[src/rtl/fetch_prefetch_queue_if.sv]
// Fetch-side bus bundle: redirect input, instruction output stream and the
// memory controller fetch port.
interface fetch_prefetch_queue_if;
    logic        flush;
    logic [15:0] flush_addr;
    logic        inst_valid;
    logic [15:0] inst_data;
    logic [15:0] inst_addr;
    logic        inst_ready;
    logic        mem_req;
    logic [15:0] mem_addr;
    logic        mem_done;
    logic [15:0] mem_rdata;

    // slave: the prefetch queue itself
    modport slave (
        input  flush, flush_addr, inst_ready, mem_done, mem_rdata,
        output inst_valid, inst_data, inst_addr, mem_req, mem_addr
    );

    // master: the surrounding core / memory controller
    modport master (
        output flush, flush_addr, inst_ready, mem_done, mem_rdata,
        input  inst_valid, inst_data, inst_addr, mem_req, mem_addr
    );
endinterface

[src/rtl/fetch_prefetch_queue.sv]
// Instruction prefetch queue: issues one 16-bit fetch at a time, buffers
// returned words with their addresses and serves them to the decoder in order.
module fetch_prefetch_queue #(
    parameter int          DEPTH    = 4,
    parameter logic [15:0] RESET_PC = 16'h0000
) (
    input logic                    clk,
    input logic                    reset,
    fetch_prefetch_queue_if.slave  bus
);
    localparam int PTR_W = $clog2(DEPTH);
    localparam int CNT_W = PTR_W + 1;
    localparam logic [CNT_W-1:0] DEPTH_C = CNT_W'(DEPTH);

    typedef enum logic [1:0] {IDLE, WAIT, DRAIN} state_t;

    state_t             state_q, state_d;
    logic [CNT_W-1:0]   count_q, count_d;
    logic [PTR_W-1:0]   head_q, head_d;
    logic [PTR_W-1:0]   tail_q, tail_d;
    logic [15:0]        fetch_pc_q, fetch_pc_d;
    logic               mem_req_q, mem_req_d;
    logic [15:0]        mem_addr_q, mem_addr_d;
    logic               push_en, pop_en;

    logic [15:0]        data_mem_q [DEPTH];
    logic [15:0]        addr_mem_q [DEPTH];

    assign bus.inst_valid = (count_q != '0);
    assign bus.inst_data  = data_mem_q[head_q];
    assign bus.inst_addr  = addr_mem_q[head_q];
    assign bus.mem_req    = mem_req_q;
    assign bus.mem_addr   = mem_addr_q;

    always_comb begin
        state_d    = state_q;
        count_d    = count_q;
        head_d     = head_q;
        tail_d     = tail_q;
        fetch_pc_d = fetch_pc_q;
        mem_req_d  = mem_req_q;
        mem_addr_d = mem_addr_q;
        push_en    = 1'b0;
        pop_en     = !bus.flush && (count_q != '0) && bus.inst_ready;

        // Space is reserved at issue, so a completing fetch can always push.
        case (state_q)
            IDLE: begin
                if (!bus.flush && (count_q < DEPTH_C)) begin
                    state_d    = WAIT;
                    mem_req_d  = 1'b1;
                    mem_addr_d = fetch_pc_q;
                end
            end
            WAIT: begin
                if (bus.mem_done) begin
                    mem_req_d = 1'b0;
                    state_d   = IDLE;
                    if (!bus.flush) begin
                        push_en    = 1'b1;
                        fetch_pc_d = fetch_pc_q + 16'd2;
                    end
                end else if (bus.flush) begin
                    state_d = DRAIN;
                end
            end
            DRAIN: begin
                if (bus.mem_done) begin
                    mem_req_d = 1'b0;
                    state_d   = IDLE;
                end
            end
            default: state_d = IDLE;
        endcase

        if (push_en) tail_d = tail_q + 1'b1;
        if (pop_en)  head_d = head_q + 1'b1;
        case ({push_en, pop_en})
            2'b10:   count_d = count_q + 1'b1;
            2'b01:   count_d = count_q - 1'b1;
            default: count_d = count_q;
        endcase

        // A redirect empties the queue and wins over push, pop and issue.
        if (bus.flush) begin
            count_d    = '0;
            head_d     = '0;
            tail_d     = '0;
            fetch_pc_d = bus.flush_addr & 16'hFFFE;
        end
    end

    always_ff @(posedge clk) begin
        if (reset) begin
            state_q    <= IDLE;
            count_q    <= '0;
            head_q     <= '0;
            tail_q     <= '0;
            fetch_pc_q <= RESET_PC;
            mem_req_q  <= 1'b0;
            mem_addr_q <= 16'h0000;
        end else begin
            state_q    <= state_d;
            count_q    <= count_d;
            head_q     <= head_d;
            tail_q     <= tail_d;
            fetch_pc_q <= fetch_pc_d;
            mem_req_q  <= mem_req_d;
            mem_addr_q <= mem_addr_d;
        end
    end

    // Payload storage carries no reset; validity is tracked by count_q.
    always_ff @(posedge clk) begin
        if (push_en) begin
            data_mem_q[tail_q] <= bus.mem_rdata;
            addr_mem_q[tail_q] <= mem_addr_q;
        end
    end
endmodule

[src/flat_wrapper.sv]
// flat-port wrapper written by rule: the top's interface ports become plain ports
module fetch_prefetch_queue_flat 
#(
    parameter int          DEPTH    = 4,
    parameter logic [15:0] RESET_PC = 16'h0000
)
  (clk, reset, bus_flush, bus_flush_addr, bus_inst_ready, bus_mem_done, bus_mem_rdata, bus_inst_valid, bus_inst_data, bus_inst_addr, bus_mem_req, bus_mem_addr);
  fetch_prefetch_queue_if bus_i ();
  input logic clk;
  input logic reset;
  input wire logic [$bits(bus_i.flush)-1:0] bus_flush;
  input wire logic [$bits(bus_i.flush_addr)-1:0] bus_flush_addr;
  input wire logic [$bits(bus_i.inst_ready)-1:0] bus_inst_ready;
  input wire logic [$bits(bus_i.mem_done)-1:0] bus_mem_done;
  input wire logic [$bits(bus_i.mem_rdata)-1:0] bus_mem_rdata;
  output wire logic [$bits(bus_i.inst_valid)-1:0] bus_inst_valid;
  output wire logic [$bits(bus_i.inst_data)-1:0] bus_inst_data;
  output wire logic [$bits(bus_i.inst_addr)-1:0] bus_inst_addr;
  output wire logic [$bits(bus_i.mem_req)-1:0] bus_mem_req;
  output wire logic [$bits(bus_i.mem_addr)-1:0] bus_mem_addr;
  assign bus_i.flush = bus_flush;
  assign bus_i.flush_addr = bus_flush_addr;
  assign bus_i.inst_ready = bus_inst_ready;
  assign bus_i.mem_done = bus_mem_done;
  assign bus_i.mem_rdata = bus_mem_rdata;
  assign bus_inst_valid = bus_i.inst_valid;
  assign bus_inst_data = bus_i.inst_data;
  assign bus_inst_addr = bus_i.inst_addr;
  assign bus_mem_req = bus_i.mem_req;
  assign bus_mem_addr = bus_i.mem_addr;
  fetch_prefetch_queue #(.DEPTH(DEPTH), .RESET_PC(RESET_PC)) u_core (.clk(clk), .reset(reset), .bus(bus_i));
endmodule
[config.mk]
export PLATFORM = sky130hd
export DESIGN_NAME = fetch_prefetch_queue_flat
export DESIGN_NICKNAME = d
export VERILOG_FILES = /design/src/rtl/fetch_prefetch_queue_if.sv /design/src/rtl/fetch_prefetch_queue.sv /design/src/flat_wrapper.sv
export SDC_FILE = /design/constraint.sdc
export NUM_CORES = 1
export LEC_CHECK = 0
export BUFFER_PORTS_ARGS = -buffer_cell sky130_fd_sc_hd__buf_2
export CAP_MARGIN = 10
export CORE_MARGIN = 10
export CORE_UTILIZATION = 45
export DETAILED_ROUTE_END_ITERATION = 6
export SLEW_MARGIN = 20
export SYNTH_ARGS = -nofsm -noshare
export SYNTH_HDL_FRONTEND = slang
export SYNTH_SLANG_ARGS = --single-unit
[constraint.sdc]
create_clock -name clk -period 4.1 [get_ports clk]
set_input_delay 0 -clock clk [delete_from_list [all_inputs] [get_ports clk]]
set_output_delay 0 -clock clk [all_outputs]
set_load 0.005 [all_outputs]
==> results.toml <==
[pwr]
switching_power_w = 0.000695
p_clk_share_pct = 41.1
p_leak_nw = 2.71
p_per_area_nw_per_um2 = 432
power_frac_seq_pct = 54.4
peakVddDrop_mv = 0.284
combinationalPowerShare_pct = 4.5
swShare_pct = 20.3
intPower_w = 0.00273

[critical_path]
cpPeakStageDelay_ps = 380
crit_type = "reg -> reg"
rr_endpoint = "u_core.count_q[2]"
path_cells = "inv_1 -> ha_1 -> nand2_1 -> nor2_1 -> inv_1 -> ha_1 -> inv_1 -> fa_1 -> xor2_1 -> or3_1 -> a21oi_1"
start_kind = "register"
reg2reg_slack_ps = 1720
crit_fanout = 7
worst_setup_path_end_kind = "register"
crit_path_frequent_cell = "inv_1"
cp.arrival_ps = 2730
critPathRequiredTime_ps = 4450
worstReg2RegStart = "u_core.state_q[1]"
cp.buffers_inverters = 3
rr_worst_depth = 11
worstSetupPathDepth = 11
cp_top_family = "adder cells"
crit_slowest_cell = "fa_1"

[finish]
nNetsFinal = 574
post-route-cell-area_sq_um = 7930
instances_no_fill = 719
final_layout_size_suffix_gt1_share_pct = 29.1
area_growth_pct = 22.7
diodes = 0
fillers = 1159

[sta]
timing.setup.tns_ps = 0
timing.fmax_ghz = 0.419
setup_viol = 0
fin_skew_ps = 6.30
period_share_pct = 58.1
worst_pin_slew_ps = 883
relSlewSlack_pct = 41.1
finalCriticalPeriod_ps = 2380
grt_setup_unrepaired = "false"
finalHoldViolCount = 0
slew_viol_final = 0

[synthesis]
avgSynthCellArea_sq_um = 16.0
ys.flop_type = "edfxtp_1"
yosysMostFrequentCell = "edfxtp_1"
synth_top_cells_by_count = "124 x edfxtp_1, 44 x nand2_1, 42 x dfxtp_1, 31 x mux4_2, 25 x a21oi_1"
ys_seq_area_share_pct = 70.6
synthTopCellsByArea = "edfxtp_1 58%, dfxtp_1 13%, mux4_2 11%"
yosysTopAreaCell = "edfxtp_1"
synth_top_area_share_pct = 57.6
synth_seq_cells = 166
synth_edf_count = 124
synth.distinct_cells = 40
synth_area_sq_um = 6460
ys_warn_count = 0
synthArstFlopShare_pct = 0
syn_inst = 404

[cts]
h-tree-depth = 4
clk-insertion-delay-late_ps = 410
cts_tree = "done"
clkTransAtPathRegs_ps = 60
cts_max_path_buffers = 2
cts_buffers = 17
cts_root_buf = "clkbuf_16"
clock_sinks = 166
post_cts_buffers = 0
post_cts_resized = 0

[global_route]
grt_usage_pct = 13.3
grt_pass1_wl_um = 20700
grt_pass1_vias = 3981
antenna_found_initial = 0
grt.overflow.total = 0
grt_max_degree = 35

[drt]
top_layer_used = "met4"
route.detailed.drc = 0
firstDrtPassIters = 4
wire_per_inst_um = 17.5
wl_met2_um = 6210
wl_um = 12600
drt-initial-drc-count = 204
vias_per_cell = 5.12
m1WireLength_um = 5550
vias = 3678
ant_nets = 0
met3_length_um = 666

[run]
cap_viol_max_count = 0

[placement]
place_congestion = 0.741
port_buffers = 83
detailed_place_hpwl_um = 8010
place_area_sq_um = 7060
dp.cells = 653

[die]
pin_count = 87
die_h_um = 140
die_x_um = 140
rows = 43
start_util_pct = 46.2
core-area_sq_um = 14000
dieArea_sq_um = 19600

[worst_hold_path]
worst_hold_path.endpoint = "u_core.state_q[0]"
min-delay-start = "bus_flush"
hold_path_depth = 4
hold_path_class = "in -> reg"

[status]
outcome = "completed"
[how the worst max path moves through the flow]
stage,start,end
2_1_floorplan,u_core.state_q[1],u_core.addr_mem_q[0][10]
3_5_place_dp,bus_flush,u_core.count_q[2]
3_3_place_gp,bus_flush,u_core.count_q[2]
6_report,u_core.state_q[1],u_core.count_q[2]
4_1_cts,u_core.state_q[1],u_core.count_q[2]
5_1_grt,u_core.state_q[1],u_core.count_q[2]
[worst min-delay path, cell delays in order]
cell,delay [ps]
buf_2,150
nor2_1,110
nand3b_1,100
a21oi_1,50
[logic make-up after synthesis]
family                     count (synthesis)  share of synthesized area, %
DFF                                      166                          70.6
and+or+nand+nor                          101                          7.86
AOI/OAI and AO/OA                         45                          4.18
buffers and inverters                     34                          2.23
muxes                                     31                          10.8
xor gates and xnor gates                  16                          2.17
adders and majority gates                 10                          2.05
other                                      1                        0.0580
[routing by layer]
metal	vias up	global-route usage, %
met5	-	0
met4	0	4.62
met3	8	4.59
met2	97	21.7
met1	1812	16.0
li1	1761	-
[layout by cell type, fill, tap and decap left out, drive strengths merged, types with 9 or more instances in the layout]
cell         Yosys  final
a21oi           25     25
buf             10     89
clkbuf          11     19
dfxtp           42     42
dlygate4sd3      0     35
edfxtp         124    124
ha               9      9
inv             13     13
mux4            31     31
nand2           44     44
nor2            22     22
xnor2           14     14
[power groups by stage]
stage / sequential, W / combinational (W) / clock (W)
floorplan: 0.00189 / 0.0000790 / 0
global placement: 0.00189 / 0.000129 / 0
detailed placement: 0.00190 / 0.000132 / 0
CTS: 0.00186 / 0.000158 / 0.00144
global route: 0.00186 / 0.000176 / 0.00152
finish: 0.00186 / 0.000155 / 0.00141
[flip-flops by register name (all words and copies together), names as in the netlist, named ones only]
| name | cells |
|---|---|
| u_core.addr_mem_q | 60 |
| u_core.bus.mem_addr | 15 |
| u_core.bus.mem_req | 1 |
| u_core.count_q | 3 |
| u_core.data_mem_q | 64 |
| u_core.fetch_pc_q | 15 |
| u_core.head_q | 2 |
| u_core.state_q | 2 |
| u_core.tail_q | 2 |
[per-stage QoR]
step / hold slack, ps / utilization [%] / setup slack (ps) / total power [W]
final: 52.1 / 56.7 / 1720 / 0.00342
after global routing: 70.6 / 56.7 / 1540 / 0.00356
after CTS: 33.2 / 56.7 / 1720 / 0.00346
after detailed placement: 221 / 50.4 / 1660 / 0.00203
after global placement: 214 / 50.4 / 1730 / 0.00202
after floorplan: 98.9 / - / 1930 / 0.00197
[repair_timing]
action / in CTS / in global routing
hold buffers: 35 / 0
endpoints found under the hold margin: 82 / 0
setup endpoints to repair: 0 / 0
[cell type report]
cell class / instances / area [sq um] / area share [%]
Inverter: 13 / 48.8 / 0.615
Sequential cell: 166 / 4570 / 57.6
Multi-Input combinational cell: 205 / 1760 / 22.2
Clock buffer: 19 / 433 / 5.46
Tap cell: 180 / 225 / 2.84
Clock inverter: 12 / 88.8 / 1.12
Timing Repair Buffer: 124 / 811 / 10.2
No activity file was read; power rests on OpenSTA's default activity.
